File: src/rtl/pwm_pkg.sv
// Shared definitions for the multi-channel PWM generator.
//   MODE_EDGE / MODE_CENTER : counter alignment encoding (center_mode input)
//   DEF_*                   : default parameter values
//   duty_of()               : extracts one channel's duty from the flattened bus
// Optional feature macro used elsewhere in this slice: PWM_POLARITY_EN.
package pwm_pkg;

  localparam logic MODE_EDGE   = 1'b0;
  localparam logic MODE_CENTER = 1'b1;

  localparam int DEF_NUM_CH  = 4;
  localparam int DEF_CNT_W   = 12;
  localparam int DEF_PRESC_W = 8;

  // Widest flattened duty bus the helper accepts (NUM_CH*CNT_W).
  localparam int DUTY_BUS_MAX = 1024;

  // Channel ch of a bus made of w-bit fields; ch = 0 sits in the LSBs.
  function automatic logic [31:0] duty_of(input logic [DUTY_BUS_MAX-1:0] bus,
                                          input int ch, input int w);
    logic [DUTY_BUS_MAX-1:0] sh;
    logic [31:0]             mask;
    sh   = bus >> (ch * w);
    mask = (w >= 32) ? '1 : ((32'd1 << w) - 32'd1);
    return sh[31:0] & mask;
  endfunction

endpackage

File: src/rtl/pwm_multi_channel_if.sv
// Configuration bus of the PWM generator (register block side = master).
//   period, center_mode, duty[, polarity] : shadow values, sampled on a load
//   load_req  : one-cycle request to copy the shadow values into the active set
//   load_done : one-cycle pulse the clk after the active set was updated
// Handshake: load_req is a fire-and-forget pulse (no back-pressure); a request
// stays pending inside the PWM until the next period boundary (or at once while
// disabled), and exactly one load_done answers it. Requests arriving while one
// is pending merge into it. The shadow values must be stable until load_done.
// Macro PWM_POLARITY_EN adds the per-channel polarity field.
interface pwm_multi_channel_if #(
  parameter int NUM_CH = 4,
  parameter int CNT_W  = 12
);
  logic [CNT_W-1:0]        period;
  logic                    center_mode;
  logic [NUM_CH*CNT_W-1:0] duty;
`ifdef PWM_POLARITY_EN
  logic [NUM_CH-1:0]       polarity;
`endif
  logic                    load_req;
  logic                    load_done;

`ifdef PWM_POLARITY_EN
  modport master (output period, center_mode, duty, polarity, load_req,
                  input  load_done);
  modport slave  (input  period, center_mode, duty, polarity, load_req,
                  output load_done);
`else
  modport master (output period, center_mode, duty, load_req,
                  input  load_done);
  modport slave  (input  period, center_mode, duty, load_req,
                  output load_done);
`endif
endinterface

File: src/rtl/pwm_multi_channel_timebase.sv
// Prescaler plus up/down period counter shared by all PWM channels.
//   enable     : low holds prescaler, counter and direction at 0
//   prescale   : counter advances once every prescale+1 clk
//   period_act / mode_act : active (already shadow-loaded) period and mode
//   cnt_value  : current counter value
//   tick       : this clk advances the counter
//   boundary   : the counter sits at its period end, i.e. the next tick wraps
//                it to 0; tick & boundary marks the boundary tick
module pwm_timebase
  import pwm_pkg::*;
#(
  parameter int CNT_W   = DEF_CNT_W,
  parameter int PRESC_W = DEF_PRESC_W
) (
  input  logic               clk,
  input  logic               rst_n,
  input  logic               enable,
  input  logic [PRESC_W-1:0] prescale,
  input  logic [CNT_W-1:0]   period_act,
  input  logic               mode_act,
  output logic [CNT_W-1:0]   cnt_value,
  output logic               tick,
  output logic               boundary
);

  logic [PRESC_W-1:0] presc_cnt;
  logic               dir_down;
  logic [CNT_W-1:0]   cnt_next;
  logic               dir_next;

  assign tick = enable && (presc_cnt == prescale);

  // Next count for the coming tick. Every wrap lands on 0 counting up, which
  // is also where a shadow load restarts the count, so no restart path exists.
  always_comb begin
    cnt_next = cnt_value;
    dir_next = dir_down;
    boundary = 1'b0;
    if (period_act == '0) begin
      cnt_next = '0;
      dir_next = 1'b0;
      boundary = 1'b1;
    end else if (mode_act == MODE_EDGE) begin
      dir_next = 1'b0;
      if (cnt_value >= period_act) begin
        cnt_next = '0;
        boundary = 1'b1;
      end else begin
        cnt_next = cnt_value + 1'b1;
      end
    end else if (dir_down || cnt_value >= period_act) begin
      // Falling half; the top turnaround is folded in here so period=1
      // goes 0,1,0 with the boundary on the step back to 0.
      if (cnt_value <= CNT_W'(1)) begin
        cnt_next = '0;
        dir_next = 1'b0;
        boundary = 1'b1;
      end else begin
        cnt_next = cnt_value - 1'b1;
        dir_next = 1'b1;
      end
    end else begin
      cnt_next = cnt_value + 1'b1;
    end
  end

  always_ff @(posedge clk or negedge rst_n) begin
    if (!rst_n) begin
      presc_cnt <= '0;
      cnt_value <= '0;
      dir_down  <= 1'b0;
    end else if (!enable) begin
      presc_cnt <= '0;
      cnt_value <= '0;
      dir_down  <= 1'b0;
    end else begin
      // >= so a prescale lowered below the running count wraps at once.
      if (presc_cnt >= prescale) presc_cnt <= '0;
      else                       presc_cnt <= presc_cnt + 1'b1;
      if (tick) begin
        cnt_value <= cnt_next;
        dir_down  <= dir_next;
      end
    end
  end

endmodule

File: src/rtl/pwm_multi_channel.sv
// Multi-channel PWM generator with double-buffered period/mode/duty settings.
//   clk, rst_n     : clock, asynchronous active-low reset
//   enable         : run control; low idles counter and outputs, loads apply at once
//   prescale       : counter advances every prescale+1 clk (not shadowed)
//   cfg            : configuration bus (shadow values + load_req/load_done)
//   period_strobe  : one-clk pulse the clk after each period boundary tick
//   cnt_value      : current counter value
//   pwm_out        : per-channel outputs, registered one clk after cnt_value
// Optional macro PWM_POLARITY_EN: per-channel output polarity, shadowed like
// duty; while disabled each output rests at its polarity (idle level).
module pwm_multi_channel
  import pwm_pkg::*;
#(
  parameter int NUM_CH  = DEF_NUM_CH,
  parameter int CNT_W   = DEF_CNT_W,
  parameter int PRESC_W = DEF_PRESC_W
) (
  input  logic                     clk,
  input  logic                     rst_n,
  input  logic                     enable,
  input  logic [PRESC_W-1:0]       prescale,
  pwm_multi_channel_if.slave       cfg,
  output logic                     period_strobe,
  output logic [CNT_W-1:0]         cnt_value,
  output logic [NUM_CH-1:0]        pwm_out
);

  logic [CNT_W-1:0]  period_act;
  logic              mode_act;
  logic              pending;
  logic              load_done_q;
  logic              tick;
  logic              at_end;
  logic              period_end;
  logic              do_load;
`ifdef PWM_POLARITY_EN
  logic [NUM_CH-1:0] pol_act;
`endif

  pwm_timebase #(
    .CNT_W   (CNT_W),
    .PRESC_W (PRESC_W)
  ) u_timebase (
    .clk        (clk),
    .rst_n      (rst_n),
    .enable     (enable),
    .prescale   (prescale),
    .period_act (period_act),
    .mode_act   (mode_act),
    .cnt_value  (cnt_value),
    .tick       (tick),
    .boundary   (at_end)
  );

  assign period_end = tick & at_end;
  // A same-cycle load_req counts as pending; while idle there is no period
  // to protect, so the load goes through immediately.
  assign do_load    = (pending | cfg.load_req) & (period_end | ~enable);
  assign cfg.load_done = load_done_q;

  always_ff @(posedge clk or negedge rst_n) begin
    if (!rst_n) begin
      period_act    <= '0;
      mode_act      <= MODE_EDGE;
      pending       <= 1'b0;
      load_done_q   <= 1'b0;
      period_strobe <= 1'b0;
`ifdef PWM_POLARITY_EN
      pol_act       <= '0;
`endif
    end else begin
      load_done_q   <= do_load;
      period_strobe <= period_end;
      if (do_load) begin
        pending    <= 1'b0;
        period_act <= cfg.period;
        mode_act   <= cfg.center_mode;
`ifdef PWM_POLARITY_EN
        pol_act    <= cfg.polarity;
`endif
      end else if (cfg.load_req) begin
        pending <= 1'b1;
      end
    end
  end

  for (genvar i = 0; i < NUM_CH; i++) begin : g_ch
    logic [CNT_W-1:0] duty_act;
    logic             pwm_q;
    logic             cmp;

    assign cmp        = cnt_value < duty_act;
    assign pwm_out[i] = pwm_q;

    always_ff @(posedge clk or negedge rst_n) begin
      if (!rst_n) begin
        duty_act <= '0;
        pwm_q    <= 1'b0;
      end else begin
        if (do_load) duty_act <= CNT_W'(duty_of(DUTY_BUS_MAX'(cfg.duty), i, CNT_W));
`ifdef PWM_POLARITY_EN
        pwm_q <= enable ? (cmp ^ pol_act[i]) : pol_act[i];
`else
        pwm_q <= enable & cmp;
`endif
      end
    end
  end

endmodule
File: src/flat_wrapper.sv
// flat-port wrapper written by rule: the top's interface ports become plain ports
module pwm_multi_channel_flat import pwm_pkg::*;
#(
  parameter int NUM_CH  = DEF_NUM_CH,
  parameter int CNT_W   = DEF_CNT_W,
  parameter int PRESC_W = DEF_PRESC_W
)
  (clk, rst_n, enable, prescale, period_strobe, cnt_value, pwm_out, cfg_period, cfg_center_mode, cfg_duty, cfg_load_req, cfg_load_done);
  pwm_multi_channel_if #(.NUM_CH(NUM_CH), .CNT_W(CNT_W)) cfg_i ();
  input  logic clk;
  input  logic rst_n;
  input  logic enable;
  input  logic [PRESC_W-1:0] prescale;
  output logic period_strobe;
  output logic [CNT_W-1:0] cnt_value;
  output logic [NUM_CH-1:0] pwm_out;
  input wire logic [$bits(cfg_i.period)-1:0] cfg_period;
  input wire logic [$bits(cfg_i.center_mode)-1:0] cfg_center_mode;
  input wire logic [$bits(cfg_i.duty)-1:0] cfg_duty;
  input wire logic [$bits(cfg_i.load_req)-1:0] cfg_load_req;
  output wire logic [$bits(cfg_i.load_done)-1:0] cfg_load_done;
  assign cfg_i.period = cfg_period;
  assign cfg_i.center_mode = cfg_center_mode;
  assign cfg_i.duty = cfg_duty;
  assign cfg_i.load_req = cfg_load_req;
  assign cfg_load_done = cfg_i.load_done;
  pwm_multi_channel #(.NUM_CH(NUM_CH), .CNT_W(CNT_W), .PRESC_W(PRESC_W)) u_core (.clk(clk), .rst_n(rst_n), .enable(enable), .prescale(prescale), .cfg(cfg_i), .period_strobe(period_strobe), .cnt_value(cnt_value), .pwm_out(pwm_out));
endmodule
File: config.mk
export PLATFORM = sky130hd
export DESIGN_NAME = pwm_multi_channel_flat
export DESIGN_NICKNAME = d
export VERILOG_FILES = /design/src/rtl/pwm_pkg.sv /design/src/rtl/pwm_multi_channel_if.sv /design/src/rtl/pwm_multi_channel_timebase.sv /design/src/rtl/pwm_multi_channel.sv /design/src/flat_wrapper.sv
export SDC_FILE = /design/constraint.sdc
export NUM_CORES = 1
export LEC_CHECK = 0
export CORE_ASPECT_RATIO = 0.6
export CORE_UTILIZATION = 50
export CTS_CLUSTER_SIZE = 10
export DETAILED_ROUTE_END_ITERATION = 6
export GPL_TIMING_DRIVEN = 1
export PLACE_DENSITY = 0.78
export SLEW_MARGIN = 15
export SYNTH_ARGS = -nofsm -noshare
export SYNTH_HDL_FRONTEND = slang
export SYNTH_SLANG_ARGS = --single-unit
export TNS_END_PERCENT = 100
File: constraint.sdc
create_clock -name clk -period 2.6 [get_ports clk]
set_input_delay 0.39 -clock clk [delete_from_list [all_inputs] [get_ports clk]]
set_output_delay 0.39 -clock clk [all_outputs]
set_load 0.1 [all_outputs]
# [Word level (Yosys, flattened, before mapping)]
# Index checks and enable logic that the tools add are counted.
# Widths: inputs -> output; s select.
[classes] add_sub_neg=3 n_lt_le_gt_ge=7 eq_ne=3 mux=22 n_bitwise=9 reduce_logical=5
[op_table] cell="$mux 12" count=7
[op_table] cell="$lt 12x12->1" count=4
[op_table] cell="$mux 8" count=2
[op_table] cell="$mux 1" count=13
[op_table] cell="$add 12x1->12 const B" count=1
[op_table] cell="$ge 12x12->1" count=1
[op_table] cell="$le 12x1->1 const B" count=1
[op_table] cell="$logic_not 12->1" count=1
[op_table] cell="$sub 12x1->12 const B" count=1
[op_table] cell="$add 8x1->8 const B" count=1
[op_table] cell="$eq 8x8->1" count=1
[op_table] cell="$ge 8x8->1" count=1
[op_table] cell="$and 1x1->1" count=6
[op_table] cell="$ne 4x4->1 const B" count=1
[op_table] cell="$ne 2x1->1 const B" count=1
[op_table] cell="$or 1x1->1" count=2
[op_table] cell="$reduce_and 2->1" count=1
[op_table] cell="$reduce_bool 2->1" count=1
[op_table] cell="$logic_and 1x1->1" count=1
[op_table] cell="$logic_or 1x1->1" count=1
[op_table] cell="$not 1->1" count=1
[word_totals] register_bits=89 out_inout_bits=18 word_cells=65

# [Depth between registers and ports, before layout]
# Gate-level depths: netlist (run 1).
[depth] ltp_word=9 mapped_depth=10 mapped_depth_nobuf=9

# [Cells and area by module]
# From an unflattened synthesis (run 1), not the netlist that was laid out.
[unflattened] hier_cells=609 hier_area_um2=5674.2
[modules_own_cells] module="pwm_multi_channel" n_inst=1 cells_each=349 area_per_inst_um2=3569.7 seq_area_each_um2=1701.6
[modules_own_cells] module="pwm_timebase" n_inst=1 cells_each=260 area_per_inst_um2=2104.5 seq_area_each_um2=525.5

# [Worst setup path before layout (run 1)]
# Ideal clock, no wire load.
[synth_timing] path_kind="reg2reg" start="reg u_core.u_timebase.cnt_value[0]" end="reg u_core.g_ch[0].duty_act[0]" setup_ns=0.125 arrival_ns=3.263 required_time_ns=2.475 slack_ns=-0.788 path_stages_with_launch=11 path_buffers=1 path_cell_list="dfrtp_1 -> inv_1 -> ha_1 -> nand2b_1 -> a31oi_2 -> o21ai_2 -> and2_4 -> o311ai_4 -> o2bb2ai_4 -> buf_12 -> mux2_4"
[synth_between] elab_chain_len=8
[synth_rtl] element="from (decl)" line="pwm_multi_channel_timebase.sv:21" source="output logic [CNT_W-1:0] cnt_value,"
[synth_rtl] element="from (signal assigned)" line="pwm_multi_channel_timebase.sv:81" source="cnt_value <= cnt_next;"
[synth_rtl] element="$le 12x1->1 or $ge 12x12->1 (tied branches)" line="pwm_multi_channel_timebase.sv:54, pwm_multi_channel_timebase.sv:45, pwm_multi_channel_timebase.sv:51"
[synth_rtl] element="$mux 1 or $logic_or 1x1->1 (tied branches)" line="pwm_multi_channel_timebase.sv:54, pwm_multi_channel_timebase.sv:51"
[synth_rtl] element="$mux 1" line="pwm_multi_channel_timebase.sv:51" source="end else if (dir_down || cnt_value >= period_act) begin"
[synth_rtl] element="$mux 1 *" line="pwm_multi_channel_timebase.sv:43" source="end else if (mode_act == MODE_EDGE) begin"
[synth_rtl] element="$mux 1 *" line="pwm_multi_channel_timebase.sv:39" source="if (period_act == '0) begin"
[synth_rtl] element="$and 1x1->1 *" line="pwm_multi_channel.sv:55" source="assign period_end = tick & at_end;"
[synth_rtl] element="$or 1x1->1 *" line="pwm_multi_channel.sv:58" source="assign do_load = (pending | cfg.load_req) & (period_end | ~enable);"
[synth_rtl] element="$and 1x1->1 *" line="pwm_multi_channel.sv:58"
[synth_rtl] element="to (signal assigned)" line="pwm_multi_channel.sv:100" source="if (do_load) duty_act <= CNT_W'(duty_of(DUTY_BUS_MAX'(cfg.duty), i, CNT_W));"
[synth_rtl] element="to (decl)" line="pwm_multi_channel.sv:88" source="logic [CNT_W-1:0] duty_act;"
# Mark *: on every way between the ends. The rest lies on a longest branch, timed or not.
# A chain may end at the register's enable or synchronous reset.

# [Worst setup path in the final report (run 1)]
[layout_timing] start="reg u_core.u_timebase.cnt_value[3]" end="reg u_core.g_ch[2].duty_act[8]"
[layout_between] elab_chain_len=8
[layout_rtl] element="$le 12x1->1 or $ge 12x12->1 (tied branches)" line="pwm_multi_channel_timebase.sv:54, pwm_multi_channel_timebase.sv:45, pwm_multi_channel_timebase.sv:51"
[layout_rtl] element="$mux 1 or $logic_or 1x1->1 (tied branches)" line="pwm_multi_channel_timebase.sv:54, pwm_multi_channel_timebase.sv:51"
[layout_rtl] element="$mux 1" line="pwm_multi_channel_timebase.sv:51"
[layout_rtl] element="$mux 1 *" line="pwm_multi_channel_timebase.sv:43"
[layout_rtl] element="$mux 1 *" line="pwm_multi_channel_timebase.sv:39"
[layout_rtl] element="$and 1x1->1 *" line="pwm_multi_channel.sv:55"
[layout_rtl] element="$or 1x1->1 *" line="pwm_multi_channel.sv:58"
[layout_rtl] element="$and 1x1->1 *" line="pwm_multi_channel.sv:58"
[layout_rtl] element="to (signal assigned)" line="pwm_multi_channel.sv:100"
[layout_rtl] element="to (decl)" line="pwm_multi_channel.sv:88"
# Marked as above.

==> results of run 1 <==
-- stage by stage --
stage / setup slack [ns] / area (um2)
global route: -0.0110 / 7720
global placement: -0.0575 / 7200
floorplan: -0.00787 / 5990
detailed placement: -0.103 / 7200
finish: 0.0303 / 7720
CTS: -0.0320 / 7530
-- worst paths after layout --
path	to	startpoint
setup / recovery	u_core.g_ch[2].duty_act[8]$_DFFE_PN0P_	u_core.u_timebase.cnt_value[3]$_DFFE_PN0P_
hold / removal	u_core.g_ch[0].duty_act[10]$_DFFE_PN0P_	rst_n
setup reg to reg	u_core.g_ch[2].duty_act[8]$_DFFE_PN0P_	u_core.u_timebase.cnt_value[3]$_DFFE_PN0P_
hold reg to reg	u_core.g_ch[2].duty_act[2]$_DFFE_PN0P_	u_core.g_ch[2].duty_act[2]$_DFFE_PN0P_
max in group asynchronous	u_core.u_timebase.cnt_value[2]$_DFFE_PN0P_	rst_n
min in group clk	u_core.g_ch[2].duty_act[2]$_DFFE_PN0P_	u_core.g_ch[2].duty_act[2]$_DFFE_PN0P_
-- cells in the mapped netlist (all sizes together) (2+ instances only) --
master and n:
and3 5, mux2 61, a211oi 3, nor4 7, buf 11, mux2i 4
o21a 5, xor2 4, o221a 4, a21o 8, a211o 6, nand2 19
dfrtp 89, nor2b 7, inv 81, o21ai 23, ha 68, o22ai 4
nand2b 2, o2111ai 5, a21boi 4, xnor2 3, nor3 11, nand3 16
and2 2, nor2 28, or3 4, nand4 5, clkbuf 2, o31a 2
a31oi 4, a21oi 21
-- layout make-up --
| class | count | area (um2) | share of cell area, % |
|---|---|---|---|
| multi-input combinational | 350 | 3270 | 42.3 |
| timing repair buffer | 140 | 1360 | 17.5 |
| clock buffer | 9 | 225 | 2.92 |
| clock inverter | 7 | 96.3 | 1.25 |
| tap | 160 | 200 | 2.59 |
| sequential | 89 | 2260 | 29.3 |
| inverter | 81 | 312 | 4.04 |
-- worst max-delay path, stage by stage (launching register included) --
cell	delay, ns
dfrtp_4	0.52
ha_2	0.20
a21o_2	0.21
a21oi_2	0.16
o21ai_4	0.11
and2_4	0.16
o311ai_4	0.27
o2bb2ai_4	0.18
buf_12	0.17
buf_12	0.14
mux2_2	0.33
-- flip-flops by register name, summed over array words and instances (netlist names) --
name and flops:
u_core.pending 1, u_core.g_ch.duty_act 48, u_core.mode_act 1, u_core.u_timebase.presc_cnt 8, u_core.cfg.load_done 1, u_core.g_ch.pwm_q 4, u_core.u_timebase.dir_down 1, u_core.period_strobe 1
u_core.period_act 12, u_core.u_timebase.cnt_value 12
-- cells by family after synthesis --
| family | count (synthesis) | synth area share [%] |
|---|---|---|
| adder cells (fa/ha/maj) | 68 | 14.5 |
| flip-flops | 89 | 37.9 |
| AND/OR/NAND/NOR | 107 | 9.21 |
| AO/OA/AOI/OAI | 103 | 13.2 |
| XOR/XNOR | 7 | 1.04 |
| multiplexers | 65 | 16.1 |
| buffers and inverters | 94 | 8.04 |
-- repair_timing --
item / 4_1_cts / 5_1_grt
pin swaps: 0 / 4
buffers inserted: 0 / 6
cloned: 0 / 5
setup endpoints to repair: 36 / 62
gates resized for setup: 2 / 12
-- power breakdown --
part | internal, mW | switching (mW) | total, mW
Clock | 0.776 | 0.638 | 1.41
Sequential | 1.54 | 0.121 | 1.66
Combinational | 0.507 | 0.412 | 0.919
Total | 2.82 | 1.17 | 4.00
-- metal layers --
metal	global-route usage [%]	up-vias	wire (um)
li1	-	2157	-
met3	7.31	24	1400
met5	0	-	0
met1	39.3	2236	7680
met4	7.53	0	209
met2	40.1	219	6850
==> summary.md, run 1 <==
| Metric | Value |
|---|---|
| Outcome | `finished clean` |
| Syn_area_per_cell | `roughly 11 um2` |
| Root buf cell | `clkbuf_16` |
| Initial drt markers | `between 300 and 400` |
| Aggregate global routing overflow | `0` |
| Clock Tree Buf Depth | `2` |
| Worst-Margin Slew | `around 0.50 ns` |
| Fin crit period | `about 2.6 ns` |
| Leak | `3.97 nW` |
| Hold Vio Cnt, Final | `0` |
| Clk_skew | `0.00707 ns` |
| Rows | `30` |
| DRC | `0` |
| Synth Net Count | `674` |
| Share of layout cells above drive strength 1 | `between 20% and 30%` |
| HP Class | `primary input to asynchronous set/reset pin` |
| Routed Antenna Nets | `0` |
| Via/cell ratio | `between 5 and 6` |
| Sequential area share after synthesis | `between 30% and 40%` |
| Distinct cell type count after synthesis | `60` |
| Required time of the critical path | `2.84 ns` |
| Seq cells post-synth | `89` |
| Power Dens Cells | `~520 nW/um2` |
| Drt pass-1 iters | `5` |
| Yosys warns | `0` |
| Worst reg2reg path depth | `10` |
| Setup tns final | `0 ns` |
| Pin count of the biggest net entering global routing | `55` |
| Startpoint Class | `register` |
| Setup CP Type | `register to register` |
| Initial antenna violation count | `0` |
| Core Box Area | `between 10000 and 15000 um2` |
| Synth area leaders | `dfrtp_1 (38%), mux2_4 (15%), ha_1 (14%), inv_1 (5.2%), buf_12 (2.0%)` |
| Placer Congestion | `between 0.9 and 1` |
| Arr. time, crit path | `roughly 2.8 ns` |
| Synth Instances | `about 530` |
| Commonest non-fill, non-tap cells in the layout | `inv_1 (78), dfrtp_1 (77), clkdlybuf4s50_1 (71)` |
| Tcrit/Tclk final | `about 100%` |
| First-pass GRT wire length | `about 25000 um` |
| Area grow syn2layout | `31.3%` |
| DP Wirelength | `around 12000 um` |
| Die extent in y | `~86 um` |
| CTS tree | `yes` |
| CTS H-tree depth | `3` |
| Diode count | `0` |
| DR WL/cell | `roughly 19 um` |
| CTS Sinks | `89` |
| Final Max Tran Viols | `0` |
| Peak VDD IR | `0.320 mV` |
| Placed Instances | `809` |
| Hold Slack | `between 0.001 and 0.0015 ns` |
| CTS Hold Bufs | `0` |
| Async SR Flop Fraction | `100%` |
| Post-synth EDFFs | `0` |
| Critical path peak fanout | `7` |
| Reg2reg setup slack | `approximately 0.030 ns` |
| Total GRT Usage | `~27%` |
| Post-synth top flop | `dfrtp_1` |
| Vias in the first global route | `between 4000 and 5000` |
| Most common cell after layout, fill and taps aside | `inv_1` |
| Mapped cell area | `approximately 6000 um2` |
| Initial Util | `approximately half` |
| Leading area contributor after synthesis | `dfrtp_1` |
| Max_cap viols | `0` |
| Number of top-level pins | `91` |
| Final setup fails | `0` |
| Chip width | `142 um` |
| Post-Layout Cell Count | `roughly 840` |
| Clock Latency Late Sink | `approximately 0.35 ns` |
| Total power | `about 4.0 mW` |
| Slew HR | `66.4%` |
| Fmax | `0.389 GHz` |
| Via Count | `around 4600` |
| CTS Buf Count | `9` |
| Layout fillers | `839` |
| Final net count | `between 800 and 900` |
| RSZ-0062 raised after global routing | `yes` |
| DRT Wirelength | `approximately 16000 um` |
| Clock-pin slew on the worst setup and hold paths | `~0.070 ns` |
| Layout Utilization | `between 60% and 70%` |
| Port buffer count | `90` |
| Worst setup EP type | `register` |
| Die area | `approximately 12000 um2` |
| Yosys top cell area share | `between 30% and 40%` |
No activity file was read; power rests on OpenSTA's default activity.
==> run 2, diff against run 1 <==
--- a/config.mk
+++ b/config.mk
@@ -6,11 +6,12 @@
 export NUM_CORES = 1
 export LEC_CHECK = 0
 export CORE_ASPECT_RATIO = 0.6
-export CORE_UTILIZATION = 50
+export CORE_UTILIZATION = 55
 export CTS_CLUSTER_SIZE = 10
 export DETAILED_ROUTE_END_ITERATION = 6
+export DONT_BUFFER_PORTS = 1
 export GPL_TIMING_DRIVEN = 1
-export PLACE_DENSITY = 0.78
+export PLACE_DENSITY = 0.73
 export SLEW_MARGIN = 15
 export SYNTH_ARGS = -nofsm -noshare
 export SYNTH_HDL_FRONTEND = slang
==> run 2 against run 1 <==
Wire length shrank 8.0%; worst setup slack gained 0.0043 ns; fmax grew 0.17%; clock skew is essentially flat; first-iteration DRC count shrank 28%; non-clock buffer count shrank 104; count of clock-buffer cells in the layout grew 1; global-route usage grew 0.79 points; largest cell class unchanged; clock power shrank 13%; cell count shrank 15%.
==> summary.md, run 2 (same netlist as run 1, synthesis figures left out) <==
| Metric | Value |
|---|---|
| Outcome | `finished clean` |
| Initial Util | `58.1%` |
| Port buffer count | `0` |
| Pin count of the biggest net entering global routing | `90` |
| Worst reg2reg path depth | `10` |
| Slowest cell delay on critical path | `0.50 ns` |
| Slew HR | `around 40%` |
| Initial drt markers | `230` |
| Final Max Tran Viols | `0` |
| Chip width | `135 um` |
| Hold Vio Cnt, Final | `0` |
| Vias in the first global route | `approximately 4300` |
| Worst setup EP type | `register` |
| Layout fillers | `785` |
| Setup CP Type | `register to register` |
| Fmax | `0.390 GHz` |
| Crit path cell chain | `inv_6, ha_4, nand2b_4, a31oi_4, o21ai_2, and2_4, o311ai_4, o2bb2ai_4, buf_12, mux2_2` |
| Routed Antenna Nets | `0` |
| Total power | `3.62 mW` |
| Peak VDD IR | `0.312 mV` |
| Required time of the critical path | `between 2 and 3 ns` |
| CTS H-tree depth | `3` |
| WHS Path Cells | `1` |
| R2r startpoint | `u_core.u_timebase.cnt_value[0]$_DFFE_PN0P_` |
| Via/cell ratio | `around 5.9` |
| DP Wirelength | `11000 um` |
| RSZ-0062 raised after global routing | `yes` |
| RR Endpoint | `u_core.g_ch[2].duty_act[9]$_DFFE_PN0P_` |
| Core Box Area | `~10000 um2` |
| Die extent in y | `between 80 and 90 um` |
| Layout Utilization | `between 60 and 70%` |
| Clock Latency Late Sink | `about 0.34 ns` |
| CTS tree | `yes` |
| DRT Wirelength | `14900 um` |
| Critical path peak fanout | `31` |
| Arr. time, crit path | `roughly 2.8 ns` |
| Startpoint Class | `register` |
| Final net count | `708` |
| Hold path endpoint | `u_core.g_ch[3].duty_act[0]$_DFFE_PN0P_` |
| DR WL/cell | `about 21 um` |
| Drt pass-1 iters | `5` |
| Placer Congestion | `0.949` |
| Worst-Margin Slew | `0.900 ns` |
| Tcrit/Tclk final | `a little over nine tenths` |
| Area grow syn2layout | `13.0%` |
| HP Class | `primary input to register` |
| Seq. cell area | `2260 um2` |
| CP max stage cell | `dfrtp_4` |
| Rows | `28` |
| CTS Buf Count | `9` |
| Total GRT Usage | `between 20% and 30%` |
| Worst path bufs/invs | `2` |
| CTS Sinks | `89` |
| Largest Register | `u_core.g_ch.duty_act` |
| Max_cap viols | `0` |
| Top Registers | `u_core.g_ch.duty_act x48, u_core.period_act x12, u_core.u_timebase.cnt_value x12` |
| Most common cell after layout, fill and taps aside | `inv_1` |
| Share of layout cells above drive strength 1 | `between 20 and 30%` |
| Aggregate global routing overflow | `0` |
| Clk_skew | `between 0.007 and 0.008 ns` |
| Reg2reg setup slack | `between 0.03 and 0.04 ns` |
| Final setup fails | `0` |
| Fin crit period | `2.57 ns` |
| DRC | `0` |
| Crit-path leading delay family | `compound AO/OA/AOI/OAI gates` |
| Clock Tree Buf Depth | `2` |
| Root buf cell | `clkbuf_16` |
| Via Count | `about 4200` |
| Commonest non-fill, non-tap cells in the layout | `inv_1 (79), dfrtp_1 (77), ha_1 (64)` |
| First-pass GRT wire length | `around 23000 um` |
| Die area | `approximately 11000 um2` |
| Max reg flops | `48` |
| Min-delay src | `cfg_duty[36]` |
| Area occupied by multi-input gates | `about 3300 um2` |
| Leak | `3.49 nW` |
| Clock-pin slew on the worst setup and hold paths | `~0.070 ns` |
| Initial antenna violation count | `2` |
| Number of top-level pins | `91` |
| Power Dens Cells | `545 nW/um2` |
==> run 2: cell types whose count changed in the layout (fill, tap and decap cells not counted), sizes merged <==
cell           previous run  this run
buf                      66        35
clkbuf                   12        10
clkdlybuf4s50            71         0
inv                      84        83
bufinv                    1         0
clkinvlp                  1         2
diode                     0         1
dlygate4sd3               0         1
==> run 2: where the power goes <==
| part | internal [mW] | leakage, nW | switching (mW) | total (mW) |
|---|---|---|---|---|
| Clock | 0.652 | 0.129 | 0.571 | 1.22 |
| Sequential | 1.54 | 1.06 | 0.168 | 1.71 |
| Combinational | 0.371 | 2.30 | 0.320 | 0.692 |
| Total | 2.57 | 3.49 | 1.06 | 3.62 |
==> run 2: routing by layer <==
metal	track usage (%)	up-vias	part of all wire (%)
met3	11.2	21	11
met2	40.7	192	42
li1	-	1946	-
met4	8.54	2	1.2
met1	38.3	2045	46
met5	0	-	0.088
==> run 2: worst max path at each step <==
stage / startpoint / to / slack, ns / cells after the start
after floorplan: u_core.u_timebase.cnt_value[4]$_DFFE_PN0P_ / u_core.g_ch[0].duty_act[0]$_DFFE_PN0P_ / -0.008 / 9
after global placement: u_core.u_timebase.cnt_value[10]$_DFFE_PN0P_ / u_core.u_timebase.cnt_value[4]$_DFFE_PN0P_ / -0.06 / 8
after detailed placement: u_core.u_timebase.cnt_value[10]$_DFFE_PN0P_ / u_core.u_timebase.cnt_value[4]$_DFFE_PN0P_ / -0.11 / 8
after CTS: u_core.u_timebase.cnt_value[10]$_DFFE_PN0P_ / u_core.u_timebase.cnt_value[11]$_DFFE_PN0P_ / 0.01 / 7
after global routing: u_core.u_timebase.cnt_value[0]$_DFFE_PN0P_ / u_core.g_ch[2].duty_act[8]$_DFFE_PN0P_ / -0.04 / 10
final: u_core.u_timebase.cnt_value[0]$_DFFE_PN0P_ / u_core.g_ch[2].duty_act[9]$_DFFE_PN0P_ / 0.03 / 10
==> run 2: worst reg2reg max path, delay by kind of cell (launching register included) <==
family | cells | cell delay [ns]
buffers and inverters | 2 | 0.36
multiplexers | 1 | 0.37
AND/OR/NAND/NOR | 2 | 0.30
AO/OA/AOI/OAI | 4 | 0.70
flip-flops | 1 | 0.50
adder cells (fa/ha/maj) | 1 | 0.20
==> run 2: cell type report <==
cell class | count | area share (%)
Multi-Input combinational cell | 350 | 49.8
Sequential cell | 89 | 34.1
Timing Repair Buffer | 36 | 4.78
Inverter | 81 | 4.65
Clock buffer | 10 | 3.45
Tap cell | 135 | 2.54
Clock inverter | 6 | 0.640
Antenna cell | 1 | 0.0377
==> run 2: stage by stage <==
stage,hold slack (ns),std cells,instance area (um2),setup TNS (ns),setup WS [ns]
global route,0.174,707,6640,-0.314,-0.0434
detailed placement,0.0987,688,6260,-0.170,-0.109
finish,0.189,708,6650,0,0.0346
global placement,0.0973,688,6260,-0.0599,-0.0599
CTS,0.179,706,6590,0,0.0140
floorplan,0.0944,533,5990,-0.436,-0.00787
==> run 2: repair_timing <==
item / CTS / global route
hold buffers: 2 / 0
cloned: 0 / 0
pin swaps: 0 / 2
hold endpoints to repair: 89 / 0
endpoints found under the setup margin: 3 / 67
gates resized for setup: 4 / 11
buffers inserted: 0 / 1
